**src/rtl/mux2_rr_arbiter_pkg.sv**
```systemverilog
// Shared types and constants for the two-requester round-robin arbiter.
package mux2_rr_arbiter_pkg;

   typedef enum logic [1:0] {IDLE, HOLD_A, HOLD_B} arb_state_e;

   localparam logic SRC_A = 1'b0;
   localparam logic SRC_B = 1'b1;

endpackage

```
**src/rtl/mux2_rr_arbiter_if.sv**
```systemverilog
// Handshake bundle between requesters A/B, the arbiter and the downstream sink.
// MUX2_ARB_LOCK_EN adds the a_lock/b_lock burst-lock inputs.
interface mux2_rr_arbiter_if #(parameter int unsigned N = 4);

   logic [N-1:0] a_data;
   logic         a_valid;
   logic         a_ready;
   logic [N-1:0] b_data;
   logic         b_valid;
   logic         b_ready;
   logic [N-1:0] out_data;
   logic         out_valid;
   logic         out_ready;
   logic         out_src;
`ifdef MUX2_ARB_LOCK_EN
   logic         a_lock;
   logic         b_lock;

   modport slave (
      input  a_data, a_valid, a_lock, b_data, b_valid, b_lock, out_ready,
      output a_ready, b_ready, out_data, out_valid, out_src
   );
   modport master (
      output a_data, a_valid, a_lock, b_data, b_valid, b_lock, out_ready,
      input  a_ready, b_ready, out_data, out_valid, out_src
   );
`else
   modport slave (
      input  a_data, a_valid, b_data, b_valid, out_ready,
      output a_ready, b_ready, out_data, out_valid, out_src
   );
   modport master (
      output a_data, a_valid, b_data, b_valid, out_ready,
      input  a_ready, b_ready, out_data, out_valid, out_src
   );
`endif

endinterface

```
**src/rtl/mux2_rr_arbiter_mux2_1.sv**
```systemverilog
// Plain N-bit 2:1 multiplexer used for payload selection.
module mux2_1 #(
   parameter int unsigned N = 4
) (
   input  logic [N-1:0] d0_i,
   input  logic [N-1:0] d1_i,
   input  logic         sel_i,
   output logic [N-1:0] y_o
);

   assign y_o = sel_i ? d1_i : d0_i;

endmodule

```
**src/rtl/mux2_rr_arbiter.sv**
```systemverilog
// Round-robin arbiter sharing one registered output slot between requesters A and B.
// Optional burst lock is compiled in with MUX2_ARB_LOCK_EN.
module mux2_rr_arbiter
   import mux2_rr_arbiter_pkg::*;
#(
   parameter int unsigned N = 4
) (
   input logic               clk,
   input logic               rst,
   mux2_rr_arbiter_if.slave  bus
);

   arb_state_e   state_q;
   logic         last_q;
   logic [N-1:0] data_q;
   logic [N-1:0] mux_y;
   logic         free;
   logic         win_b;
   logic         grant_a;
   logic         grant_b;
`ifdef MUX2_ARB_LOCK_EN
   logic         lock_q;
   logic         owner_valid;
`endif

   always_comb begin
      free    = (state_q == IDLE) | bus.out_ready;
      win_b   = (last_q == SRC_A);
      grant_a = 1'b0;
      grant_b = 1'b0;
`ifdef MUX2_ARB_LOCK_EN
      owner_valid = (last_q == SRC_B) ? bus.b_valid : bus.a_valid;
      // A held lock keeps the previous winner on top while it stays valid.
      if (lock_q) win_b = (last_q == SRC_B);
`endif
      if (free && !rst) begin
         if (bus.a_valid && bus.b_valid) begin
            grant_b = win_b;
            grant_a = !win_b;
         end else begin
            grant_a = bus.a_valid;
            grant_b = bus.b_valid;
         end
      end
   end

   mux2_1 #(.N(N)) u_mux (
      .d0_i  (bus.a_data),
      .d1_i  (bus.b_data),
      .sel_i (grant_b),
      .y_o   (mux_y)
   );

   always_ff @(posedge clk) begin
      if (rst) begin
         state_q <= IDLE;
         data_q  <= '0;
         last_q  <= SRC_B;
`ifdef MUX2_ARB_LOCK_EN
         lock_q  <= 1'b0;
`endif
      end else begin
         if (grant_a || grant_b) begin
            state_q <= grant_b ? HOLD_B : HOLD_A;
            data_q  <= mux_y;
            last_q  <= grant_b ? SRC_B : SRC_A;
         end else if (free) begin
            state_q <= IDLE;
         end
`ifdef MUX2_ARB_LOCK_EN
         if (grant_a || grant_b) begin
            lock_q <= grant_b ? bus.b_lock : bus.a_lock;
         end else if (!owner_valid) begin
            lock_q <= 1'b0;
         end
`endif
      end
   end

   assign bus.a_ready   = grant_a;
   assign bus.b_ready   = grant_b;
   assign bus.out_data  = data_q;
   assign bus.out_valid = (state_q != IDLE);
   assign bus.out_src   = (state_q == HOLD_B);

endmodule

```
**src/flat_wrapper.sv**
```systemverilog
// flat-port wrapper written by rule: the top's interface ports become plain ports
module mux2_rr_arbiter_flat import mux2_rr_arbiter_pkg::*;
#(
   parameter int unsigned N = 4
)
  (clk, rst, bus_a_data, bus_a_valid, bus_b_data, bus_b_valid, bus_out_ready, bus_a_ready, bus_b_ready, bus_out_data, bus_out_valid, bus_out_src);
  mux2_rr_arbiter_if #(.N(N)) bus_i ();
  input logic clk;
  input logic rst;
  input wire logic [$bits(bus_i.a_data)-1:0] bus_a_data;
  input wire logic [$bits(bus_i.a_valid)-1:0] bus_a_valid;
  input wire logic [$bits(bus_i.b_data)-1:0] bus_b_data;
  input wire logic [$bits(bus_i.b_valid)-1:0] bus_b_valid;
  input wire logic [$bits(bus_i.out_ready)-1:0] bus_out_ready;
  output wire logic [$bits(bus_i.a_ready)-1:0] bus_a_ready;
  output wire logic [$bits(bus_i.b_ready)-1:0] bus_b_ready;
  output wire logic [$bits(bus_i.out_data)-1:0] bus_out_data;
  output wire logic [$bits(bus_i.out_valid)-1:0] bus_out_valid;
  output wire logic [$bits(bus_i.out_src)-1:0] bus_out_src;
  assign bus_i.a_data = bus_a_data;
  assign bus_i.a_valid = bus_a_valid;
  assign bus_i.b_data = bus_b_data;
  assign bus_i.b_valid = bus_b_valid;
  assign bus_i.out_ready = bus_out_ready;
  assign bus_a_ready = bus_i.a_ready;
  assign bus_b_ready = bus_i.b_ready;
  assign bus_out_data = bus_i.out_data;
  assign bus_out_valid = bus_i.out_valid;
  assign bus_out_src = bus_i.out_src;
  mux2_rr_arbiter #(.N(N)) u_core (.clk(clk), .rst(rst), .bus(bus_i));
endmodule
```
**config.mk**
```make
export PLATFORM = sky130hd
export DESIGN_NAME = mux2_rr_arbiter_flat
export DESIGN_NICKNAME = d
export VERILOG_FILES = /design/src/rtl/mux2_rr_arbiter_pkg.sv /design/src/rtl/mux2_rr_arbiter_if.sv /design/src/rtl/mux2_rr_arbiter_mux2_1.sv /design/src/rtl/mux2_rr_arbiter.sv /design/src/flat_wrapper.sv
export SDC_FILE = /design/constraint.sdc
export NUM_CORES = 1
export LEC_CHECK = 0
export CORE_AREA = 4 4 41 43
export CTS_CLUSTER_DIAMETER = 50
export DETAILED_ROUTE_END_ITERATION = 8
export DIE_AREA = 0 0 45 47
export GPL_TIMING_DRIVEN = 0
export PLACE_DENSITY_LB_ADDON = 0.05
export RECOVER_POWER = 50
export SYNTH_ARGS = -nofsm -noshare
export SYNTH_HDL_FRONTEND = slang
export SYNTH_SLANG_ARGS = --single-unit
```
**constraint.sdc**
```tcl
create_clock -name clk -period 1.6 [get_ports clk]
set_clock_uncertainty 0.15 [all_clocks]
set_input_delay 0.24 -clock clk [delete_from_list [all_inputs] [get_ports clk]]
set_output_delay 0.24 -clock clk [all_outputs]
set_load 0.01 [all_outputs]
```
==> flow_summary_export.csv <==
group,metric,value,unit
run_status,status,"complete, but fails checks",
run_status,violations,"negative setup slack",
worst_setup_path,slowest_stage,"dfxtp_2",
drt,drc_errors,0,
cells_and_area,drive_above_1_share,0.270,
logic_synthesis,synth_top_area_share,0.362,
global_routing,grt-ovfl-total,0,
power_and_ir_drop,power_density,831,nW/um^2
cells_and_area,n_antenna_cell,0,
worst_setup_path,worstSetupPathType,"register to output port",
logic_synthesis,syn-num-nets,51,
worst_setup_path,endpoint_kind,"output port",
sta,timing_hold_violations_final,0,
drt,via_per_inst,5.15,
power_and_ir_drop,power_switching,0.146,mW
die,die_area,2120,um^2
power_and_ir_drop,seqPwrFrac,0.388,
logic_synthesis,ys_types,21,
drt,routed-via-count,402,
clocking,insertion_delay,0.25,ns
logic_synthesis,yosys.cell_count.top_type,"dfxtp_1",
hold_path,whs_path_depth,2,
worst_setup_path,r2r.worst_path.cells,4,
worst_setup_path,crit_chain,"or2_1 > nor2b_4 > nor3_1 > buf_2",
sta,fmax,0.619,GHz
global_routing,grt_usage,0.130,
power_and_ir_drop,combPwrFrac,0.304,
die,fp.dieH,47,um
power_and_ir_drop,p_leak,0.251,nW
placed_design,dpl_cell_area,596,um^2
placed_design,io_buffer_count,19,
drt,top_layer_used,"met4",
cells_and_area,areaGrowthSynthToFinish,63.1,%
clocking,clk_pin_slew,0.05,ns
drt,wl_met1,444,um
worst_setup_path,crit_required,1.21,ns
sta,fin_hold_ws,0.244,ns
sta,finalCriticalPeriod,1.62,ns
worst_setup_path,cp.arrival,1.23,ns
job,max_cap_violations,0,
drt,route.met2.wl,584,um
cells_and_area,nets,77,
die,num_io_pins,21,
logic_synthesis,netlist_area,387,um^2
drt,wl,1180,um
logic_synthesis,synth_area_leaders,"dfxtp_1 36%, a221oi_1 6.8%, o32ai_1 6.8%",
logic_synthesis,synth_ff_type,"dfxtp_1",
die,start_util,0.297,
logic_synthesis,synth-async-reset-ratio,0,
logic_synthesis,synth_seq_area_share,0.362,
worst_setup_path,crit_fanout,3,
power_and_ir_drop,swShare,0.278,
logic_synthesis,netlist_top_cells_count,"7 x dfxtp_1, 4 x inv_1, 3 x a221oi_1, 3 x nand2b_1, 3 x o32ai_1",
worst_setup_path,cpPeakStageDelay,0.32,ns
clocking,cts_tree,"done",
logic_synthesis,synth-edff-count,0,
sta,relSlewSlack,0.700,
die,row_count,13,
logic_synthesis,ys_seq_elements,7,
drt,met3_length,138,um
die,die_x,45,um
power_and_ir_drop,irDropWorstVdd,0.467,mV
power_and_ir_drop,p_clk_frac,0.309,
logic_synthesis,synth_cells,38,
power_and_ir_drop,internal-power,0.378,mW
worst_setup_path,startpoint_type,"register",
global_routing,grt_pass1_vias,426,
drt,drt_pre_antenna_iters,4,
drt,ant_nets,0,
die,core_area,1300,um^2
global_routing,grt_pass1_wl,1860,um
placed_design,place.gp.congestion,0.657,
logic_synthesis,synth_warnings,0,
drt,first_iter_violations,2,
clocking,numCtsBuffers,3,
sta,setup_viol,2,
logic_synthesis,avgSynthCellArea,10.2,um^2
global_routing,antenna_found_initial,0,
logic_synthesis,yosysTopAreaCell,"dfxtp_1",
clocking,cts_root_buffer,"clkbuf_4",
sta,min_period_over_period,1.01,
sta,drv_slew,0,
sta,timing.final.ws_setup,-0.0165,ns
clocking,cts_max_level,1,
clocking,cts_buffer_depth,2,
sta,tightest_slew,0.450,ns
cells_and_area,design_area,631,um^2
hold_path,holdCritPathClass,"input port to register",
clocking,cts.sinks,7,
sta,grt_setup_unrepaired,"yes",
global_routing,grt_max_degree,10,
drt,wl_per_cell,15.1,um
## worst max-delay path: cells and delay by family (launching register included)
kind,cells,cell delay [ns]
DFF,1,0.32
and+or+nand+nor,3,0.49
buffers and inverters,1,0.16
## through the flow
stage          setup TNS (ns)  cells  power, mW  utilization  setup slack (ns)
2_1_floorplan               0     38      0.282            -             0.144
3_5_place_dp            -1.42     72      0.365        0.458            -0.595
4_1_cts               -0.0500     78      0.533        0.486           -0.0290
5_1_grt                -0.140     78      0.553        0.485           -0.0763
6_report              -0.0274     78      0.524        0.485           -0.0165
3_3_place_gp            -1.21     72      0.358        0.458            -0.568
## cells in the final DEF, fill, tap and decap left out, drive strengths merged
master,n
nor2b,2
dlygate4sd2,4
dfxtp,7
and2b,1
a21bo,1
inv,5
o21ai,1
buf,5
o32ai,4
nor3,1
a21oi,2
a221o,1
a221oi,4
or2,1
clkbuf,4
o21bai,1
nand2,1
nand3b,1
clkdlybuf4s50,13
nand2b,3
nor4,1
## power groups by stage
| stage | logic, mW | clock network, mW | registers [mW] |
|---|---|---|---|
| after global routing | 0.171 | 0.177 | 0.204 |
| after global placement | 0.151 | 0 | 0.207 |
| final | 0.159 | 0.162 | 0.203 |
| after detailed placement | 0.157 | 0 | 0.208 |
| after CTS | 0.161 | 0.169 | 0.203 |
| after floorplan | 0.0699 | 0 | 0.212 |
## path summary, 6_finish.rpt
| check | startpoint | end | slack [ns] |
|---|---|---|---|
| max | u_core.state_q[0] | bus_b_ready | -0.02 |
| min | rst | u_core.state_q[1] | 0.24 |
| max reg2reg | u_core.state_q[1] | u_core.bus.out_data[1] | 0.18 |
| min reg2reg | u_core.bus.out_data[0] | u_core.bus.out_data[0] | 0.32 |
## cell type report
class | count | area (um^2)
fill | 127 | 671
multi-input combinational | 25 | 231
timing repair buffer | 21 | 190
inverter | 5 | 18.8
buffer | 1 | 3.75
clock buffer | 4 | 26.3
tap | 15 | 18.8
sequential | 7 | 141
## timing repair
item,4_1_cts,5_1_grt
endpoints found under the setup margin,4,2
hold endpoints to repair,0,0
setup buffers,2,0
pin swaps,2,0
resized for setup,16,0
hold buffers,0,0
## cells by family (layout without fill, tap and decap cells)
| logic type | count (synthesis) | count (layout) | share of synthesized area |
|---|---|---|---|
| AOI/OAI and AO/OA | 14 | 14 | 0.382 |
| buffers and inverters | 6 | 31 | 0.0582 |
| and+or+nand+nor | 11 | 11 | 0.197 |
| DFF | 7 | 7 | 0.362 |
## registers in the layout (all words and copies together) (netlist names)
name and count:
u_core.bus.out_data 4, u_core.last_q 1, u_core.state_q 2
## layer usage
metal / global-route usage / vias to the layer above
met3: 0.0613 / 2
li1: - / 196
met1: 0.133 / 184
met2: 0.220 / 20
met5: 0 / -
met4: 0.0702 / 0
Power figures use the tool's default switching activity.
